`config.mk`:
```
export PLATFORM = sky130hd
export DESIGN_NAME = ddfs_mixer_mc
export DESIGN_NICKNAME = d
export VERILOG_FILES = /design/src/rtl/ddfs_mixer_mc.sv
export SDC_FILE = /design/constraint.sdc
export NUM_CORES = 2
export LEC_CHECK = 0
export BUFFER_PORTS_ARGS = -buffer_cell sky130_fd_sc_hd__clkbuf_2
export CAP_MARGIN = 20
export CORE_ASPECT_RATIO = 0.9
export CORE_UTILIZATION = 30
export CTS_CLUSTER_DIAMETER = 200
export DETAILED_ROUTE_END_ITERATION = 12
export PLACE_DENSITY = 0.57
export REMOVE_ABC_BUFFERS = 1
export SLEW_MARGIN = 20
export SYNTH_ARGS = -nofsm -noshare
export SYNTH_HDL_FRONTEND = slang
export SYNTH_SLANG_ARGS = --single-unit
```
`constraint.sdc`:
```
create_clock -name clk -period 14.2 [get_ports clk]
set_clock_uncertainty 0.05 [all_clocks]
set_input_delay 0.71 -clock clk [delete_from_list [all_inputs] [get_ports clk]]
set_output_delay 0.71 -clock clk [all_outputs]
set_load 0.03 [all_outputs]
```
`src/rtl/ddfs_mixer_mc.sv`:
```
// Multi-channel DDFS mixer: steps N_CH phase accumulators through a shared 3-stage pipeline per sample tick.
// Define DDFS_SINE_LUT_EN to build the sine ROM (wave=3); otherwise wave=3 behaves as triangle.
module ddfs_mixer_mc #(
  parameter int N_CH      = 4,
  parameter int PHASE_W   = 30,
  parameter int DATA_W    = 16,
  parameter int AMP_W     = 8,
  parameter int LUT_AW    = 10,
  parameter     SINE_FILE = "sin_lut.txt"
) (
  input  logic                      clk,
  input  logic                      reset,
  input  logic                      sample_tick,
  input  logic                      wr,
  input  logic [$clog2(N_CH)+1:0]   addr,
  input  logic [31:0]               wr_data,
  output logic [31:0]               rd_data,
  output logic [DATA_W-1:0]         dout,
  output logic                      dout_valid,
  output logic                      busy
);
  localparam int CW     = (N_CH > 1) ? $clog2(N_CH) : 1;
  localparam int ACC_W  = DATA_W + $clog2(N_CH) + 1;
  localparam int CTRL_W = AMP_W + 3;

  localparam logic [DATA_W-1:0] POS_FS = {1'b0, {(DATA_W-1){1'b1}}};
  localparam logic [DATA_W-1:0] NEG_FS = {1'b1, {(DATA_W-2){1'b0}}, 1'b1};
  localparam logic [DATA_W-1:0] MIN_FS = {1'b1, {(DATA_W-1){1'b0}}};
  localparam logic signed [ACC_W-1:0] ACC_MAX = {{(ACC_W-DATA_W+1){1'b0}}, {(DATA_W-1){1'b1}}};
  localparam logic signed [ACC_W-1:0] ACC_MIN = {{(ACC_W-DATA_W+1){1'b1}}, {(DATA_W-1){1'b0}}};

  typedef enum logic [1:0] {IDLE, RUN, DRAIN, DONE} state_t;

  state_t      state;
  logic [CW-1:0] ch;
  logic [1:0]  drain_cnt;
  logic [7:0]  ovr;

  logic [PHASE_W-1:0] fcw   [N_CH];
  logic [PHASE_W-1:0] pcw   [N_CH];
  logic [PHASE_W-1:0] phase [N_CH];
  logic [CTRL_W-1:0]  ctrl  [N_CH];

  logic [CW-1:0] sel_ch;
  logic [1:0]    sel_reg;
  logic          addr_ok;
  logic          ovr_clr;
  logic          issue;

  assign sel_ch  = CW'(addr >> 2);
  assign sel_reg = addr[1:0];
  assign addr_ok = int'(sel_ch) < N_CH;
  assign ovr_clr = wr && addr_ok && (sel_ch == '0) && (sel_reg == 2'd3);
  assign issue   = (state == RUN);

  // Register file and phase accumulators; a ctrl write with enable=0 beats the accumulator step.
  always_ff @(posedge clk or posedge reset) begin
    if (reset) begin
      for (int i = 0; i < N_CH; i++) begin
        fcw[i]   <= '0;
        pcw[i]   <= '0;
        ctrl[i]  <= '0;
        phase[i] <= '0;
      end
    end else begin
      for (int i = 0; i < N_CH; i++) begin
        if (wr && addr_ok && int'(sel_ch) == i) begin
          case (sel_reg)
            2'd0:    fcw[i]  <= wr_data[PHASE_W-1:0];
            2'd1:    pcw[i]  <= wr_data[PHASE_W-1:0];
            2'd2:    ctrl[i] <= wr_data[CTRL_W-1:0];
            default: ;
          endcase
        end
        if (wr && addr_ok && int'(sel_ch) == i && sel_reg == 2'd2 && !wr_data[0])
          phase[i] <= '0;
        else if (issue && int'(ch) == i)
          phase[i] <= ctrl[i][0] ? phase[i] + fcw[i] : '0;
      end
    end
  end

  // Stage 1: offset phase and capture per-channel settings
  logic [PHASE_W-1:0] p;
  logic               s1_valid, s1_en;
  logic [1:0]         s1_wave;
  logic [AMP_W-1:0]   s1_amp;
  logic [DATA_W-1:0]  s1_ptop;
  // Stage 2: waveform value
  logic               s2_valid, s2_en;
  logic [AMP_W-1:0]   s2_amp;
  logic [DATA_W-1:0]  s2_w;
  logic [DATA_W-1:0]  w_calc;
  // Stage 3: scale and accumulate
  logic [DATA_W-1:0]             w3;
  logic signed [DATA_W+AMP_W:0]  prod;
  logic signed [DATA_W-1:0]      scaled;
  logic signed [ACC_W-1:0]       acc;
  logic [DATA_W-1:0]             sat_val;

  assign p = phase[ch] + pcw[ch];

  logic unused_bits;
  assign unused_bits = ^{wr_data, p};

  always_comb begin
    w_calc = '0;
    case (s1_wave)
      2'd0:    w_calc = s1_ptop[DATA_W-1] ? NEG_FS : POS_FS;
      2'd1:    w_calc = {~s1_ptop[DATA_W-1], s1_ptop[DATA_W-2:0]};
      default: w_calc = s1_ptop[DATA_W-1] ? POS_FS - {s1_ptop[DATA_W-2:0], 1'b0}
                                          : MIN_FS + {s1_ptop[DATA_W-2:0], 1'b0};
    endcase
  end

`ifdef DDFS_SINE_LUT_EN
  logic [LUT_AW-1:0] s1_addr;
  logic              s2_sine;
  logic [DATA_W-1:0] sine_rom [2**LUT_AW];
  logic [DATA_W-1:0] rom_q;

  function automatic logic [DATA_W-1:0] sine_entry(input int k);
    real x;
    x = (2.0 ** (DATA_W - 1) - 1.0) * $sin(2.0 * 3.141592653589793 * k / (2.0 ** LUT_AW));
    if (x >= 0.0)
      return DATA_W'($rtoi(x + 0.5));
    else
      return DATA_W'(-$rtoi(0.5 - x));
  endfunction

  initial begin
    for (int k = 0; k < 2**LUT_AW; k++)
      sine_rom[k] = sine_entry(k);
  end

  always_ff @(posedge clk) begin
    rom_q <= sine_rom[s1_addr];
  end

  always_ff @(posedge clk or posedge reset) begin
    if (reset) begin
      s1_addr <= '0;
      s2_sine <= 1'b0;
    end else begin
      s1_addr <= p[PHASE_W-1 -: LUT_AW];
      s2_sine <= (s1_wave == 2'd3);
    end
  end

  assign w3 = s2_sine ? rom_q : s2_w;
`else
  assign w3 = s2_w;
`endif

  assign prod   = $signed(w3) * $signed({1'b0, s2_amp});
  assign scaled = prod[DATA_W+AMP_W-1:AMP_W];

  always_ff @(posedge clk or posedge reset) begin
    if (reset) begin
      s1_valid <= 1'b0;
      s1_en    <= 1'b0;
      s1_wave  <= '0;
      s1_amp   <= '0;
      s1_ptop  <= '0;
      s2_valid <= 1'b0;
      s2_en    <= 1'b0;
      s2_amp   <= '0;
      s2_w     <= '0;
      acc      <= '0;
    end else begin
      s1_valid <= issue;
      s1_en    <= ctrl[ch][0];
      s1_wave  <= ctrl[ch][2:1];
      s1_amp   <= ctrl[ch][CTRL_W-1:3];
      s1_ptop  <= p[PHASE_W-1 -: DATA_W];
      s2_valid <= s1_valid;
      s2_en    <= s1_en;
      s2_amp   <= s1_amp;
      s2_w     <= w_calc;
      if (state == IDLE && sample_tick)
        acc <= '0;
      else if (s2_valid && s2_en)
        acc <= acc + {{(ACC_W-DATA_W){scaled[DATA_W-1]}}, scaled};
    end
  end

  always_comb begin
    if (acc > ACC_MAX)      sat_val = POS_FS;
    else if (acc < ACC_MIN) sat_val = MIN_FS;
    else                    sat_val = acc[DATA_W-1:0];
  end

  // Frame sequencer; DRAIN lasts until the last issued channel has left stage 3.
  always_ff @(posedge clk or posedge reset) begin
    if (reset) begin
      state      <= IDLE;
      ch         <= '0;
      drain_cnt  <= '0;
      ovr        <= '0;
      busy       <= 1'b0;
      dout       <= '0;
      dout_valid <= 1'b0;
    end else begin
      dout_valid <= 1'b0;
      if (ovr_clr)
        ovr <= '0;
      else if (sample_tick && state != IDLE && ovr != 8'hFF)
        ovr <= ovr + 8'd1;
      case (state)
        IDLE: begin
          if (sample_tick) begin
            state <= RUN;
            ch    <= '0;
            busy  <= 1'b1;
          end
        end
        RUN: begin
          if (int'(ch) == N_CH - 1) begin
            state     <= DRAIN;
            drain_cnt <= '0;
          end else begin
            ch <= ch + 1'b1;
          end
        end
        DRAIN: begin
          if (drain_cnt == 2'd2) state <= DONE;
          else                   drain_cnt <= drain_cnt + 2'd1;
        end
        DONE: begin
          dout       <= sat_val;
          dout_valid <= 1'b1;
          busy       <= 1'b0;
          state      <= IDLE;
        end
        default: state <= IDLE;
      endcase
    end
  end

  always_comb begin
    rd_data = '0;
    if (addr_ok) begin
      case (sel_reg)
        2'd0:    rd_data[PHASE_W-1:0] = fcw[sel_ch];
        2'd1:    rd_data[PHASE_W-1:0] = pcw[sel_ch];
        2'd2:    rd_data[CTRL_W-1:0]  = ctrl[sel_ch];
        default: if (sel_ch == '0) rd_data[8:0] = {busy, ovr};
      endcase
    end
  end

endmodule

```
==> flow_metrics.py <==
metrics = {
    "placed_design": {
        "place_hpwl_mm": 65.5,
        "place.gp.congestion": 0.889,
        "place_area_um2": 36300,
        "io_buffer_count": 85,
    },
    "detailed_routing": {
        "drc": 0,
        "firstDrtPassIters": 7,
        "drt_iter0_markers": 1427,
        "wire_per_inst_um": 20.2,
        "totalWireLength_mm": 92.2,
        "ant_nets": 0,
        "routed_via_density": 5.18,
        "vias": 23700,
    },
    "critical_path": {
        "max_stage_delay_ps": 680,
        "r2r-end": "acc[18]",
        "crit_required_ps": 14700,
        "startpoint_type": "register",
        "critical_path_class": "reg -> reg",
        "ff2ff_path_depth": 29,
        "end_kind": "register",
        "arrival_ps": 8020,
        "reg2reg_setup_slack_ps": 6680,
        "endpoint": "acc[18]",
        "crit_fanout": 16,
        "cp-startpoint": "s2_amp[1]",
        "crit_path_frequent_cell": "fa_1",
        "regToRegStartpoint": "s2_amp[1]",
        "crit_slowest_cell": "dfrtp_1",
    },
    "clocking": {
        "cts_buffers": 55,
        "clock-root-buffer": "clkbuf_16",
        "tritoncts": "done",
        "clockBufferDepth": 3,
        "clk_pin_slew_ps": 70,
        "postCtsSetupBuffers": 0,
        "cts_htree_levels": 2,
        "clkLatencyLatePin_ps": 660,
        "clock-sinks": 509,
        "cts_resized": 0,
        "cts_hold_buf": 0,
    },
    "finish": {
        "mostFrequentLayoutCell": "dfrtp_1",
        "antenna_cells": 0,
        "design_area_um2": 38200,
        "areaGrowthSynthToFinish_pct": 12.0,
        "final_cell_mix": "dfrtp_1, mux2_2, ha_1",
        "num-nets-final": 3417,
        "drive_above_1_share_pct": 22.3,
        "fillCellCount": 11100,
        "seq_area_um2": 12700,
        "multi_input_area_um2": 20200,
    },
    "logic_synthesis": {
        "syn_inst": 3012,
        "synth.distinct_cells": 88,
        "synth_area_um2": 34100,
        "ys_seq_area_share_pct": 37.3,
        "synth-edff-count": 0,
        "synth_area_per_cell_um2": 11.3,
        "ys_ff_latch": 509,
        "synth_top_area_cell": "dfrtp_1",
        "synth_top_cell_area_share_pct": 37.3,
        "ys_warn_count": 0,
        "synth.area.top_cells": "dfrtp_1, mux2_2, mux4_2",
        "synth_async_sr_flop_share_pct": 100,
        "ys_dominant_reg_cell": "dfrtp_1",
    },
    "sta": {
        "period_share_pct": 52.9,
        "setup_viol_count_final": 0,
        "fmaxAchievable_mhz": 133,
        "fin_crit_ps": 7520,
        "tightest_slew_ps": 1160,
        "finalHoldWorstSlack_ps": 127,
        "maxSlewViolCount": 0,
        "hold_viol": 0,
        "relSlewSlack_pct": 22.7,
        "rsz0062_at_grt": "false",
    },
    "grt": {
        "first_global_vias": 23700,
        "grt_pass1_wl_mm": 144,
        "antenna_found_initial": 8,
        "grt.overflow.total": 0,
        "track_usage_pct": 16.2,
        "grt_start_max_net_pins": 165,
    },
    "die": {
        "rows": 116,
        "initial_core_util_pct": 30.5,
        "die_h_um": 322,
        "io_pins": 90,
        "die_w_um": 357,
        "die-area_um2": 115000,
        "core_um2": 112000,
    },
    "run_status": {
        "outcome": "finished clean",
    },
    "hold_path": {
        "min_path_type": "in -> async",
    },
    "run": {
        "max-cap-violations": 0,
    },
}
-- stage by stage --
stage | worst slack, ps | utilization (%) | instances | TNS (ps)
global route | 6050 | 34.2 | 4577 | 0
CTS | 6580 | 34.1 | 4576 | 0
finish | 6680 | 34.2 | 4577 | 0
detailed placement | 6570 | 32.4 | 4473 | 0
floorplan | -775 | - | 2877 | -394370
global placement | 6640 | 32.4 | 4473 | 0
-- worst max-delay path: cells and delay by family, from the launching register on --
family          cells  cell delay (ps)
mux                 2              360
xor+xnor            1              150
compound gates     10             2070
fa+ha+maj           6             2490
simple gates        7             1470
buf+inv             3              150
flops               1              680
-- worst min-delay path by stage --
stage / from / endpoint / depth (start not counted)
CTS: reset / dout_valid / 2
floorplan: s1_amp[0] / s2_amp[0] / 0
detailed placement: s1_amp[6] / s2_amp[6] / 0
global placement: s1_amp[1] / s2_amp[1] / 0
finish: reset / dout_valid / 2
global route: reset / dout[14] / 2
-- layout make-up --
cell class,instances,share of cell area (%)
flip-flops and latches,509,33.3
repair buffers,122,1.94
clock buffers,79,4.20
well taps,1475,4.83
inverters,210,2.08
multi-input cells,2158,52.7
clock inverters,24,0.881
-- logic make-up (layout without fill, tap and decap cells) --
family / after synthesis / count (layout) / synth area share, %
compound gates: 638 / 638 / 12.9
xor+xnor: 158 / 158 / 4.06
fa+ha+maj: 321 / 321 / 14.1
buf+inv: 346 / 435 / 3.83
flops: 509 / 509 / 37.3
mux: 460 / 460 / 19.6
other cells: 1 / 2 / 0.0110
simple gates: 579 / 579 / 8.14
-- synthesized netlist by cell type (6+ instances only) --
| master | count |
|---|---|
| ha_1 | 217 |
| dfrtp_1 | 509 |
| o211ai_1 | 9 |
| a21o_1 | 51 |
| mux2_2 | 286 |
| xor2_1 | 45 |
| o21ai_1 | 24 |
| o21bai_1 | 24 |
| a31oi_1 | 13 |
| o31ai_1 | 11 |
| o21a_1 | 22 |
| buf_1 | 36 |
| nand4_1 | 11 |
| nand2_1 | 185 |
| a211oi_1 | 32 |
| nor2_1 | 142 |
| or3_1 | 15 |
| nor2b_1 | 17 |
| o22ai_1 | 19 |
| clkbuf_1 | 97 |
| nand2b_1 | 22 |
| a22oi_1 | 11 |
| o21ai_0 | 79 |
| nand3_1 | 34 |
| a22o_1 | 102 |
| a21oi_1 | 168 |
| and3_1 | 15 |
| or2_2 | 6 |
| a32o_1 | 8 |
| inv_1 | 208 |
| mux4_2 | 139 |
| mux2i_1 | 35 |
| fa_1 | 104 |
| xnor2_1 | 113 |
| nor3_1 | 42 |
| and2_1 | 61 |
| nand3b_1 | 8 |
-- layer usage --
metal	part of all wire (%)	global-route usage, %	vias up	wire length (um)
met5	0.078	0	-	72
met4	2.0	3.86	12	1880
met3	6.0	3.34	133	5560
met2	45	25.1	510	41200
met1	47	23.0	12000	43500
li1	-	-	11000	-
-- registers in the layout, summed over array words and instances (netlist names) --
| name | count |
|---|---|
| phase | 120 |
| dout | 16 |
| state | 2 |
| ctrl | 44 |
| drain_cnt | 2 |
| fcw | 120 |
| s2_en | 1 |
| s2_amp | 8 |
| s1_en | 1 |
| ch | 2 |
| acc | 19 |
| s2_w | 16 |
| s1_amp | 8 |
| s1_ptop | 16 |
| s1_wave | 2 |
| dout_valid | 1 |
| ovr | 8 |
| s1_valid | 1 |
| pcw | 120 |
| busy | 1 |
| s2_valid | 1 |
Power is not shown: default switching activity piles up to over one toggle a cycle in this logic, so the estimate is an artifact.
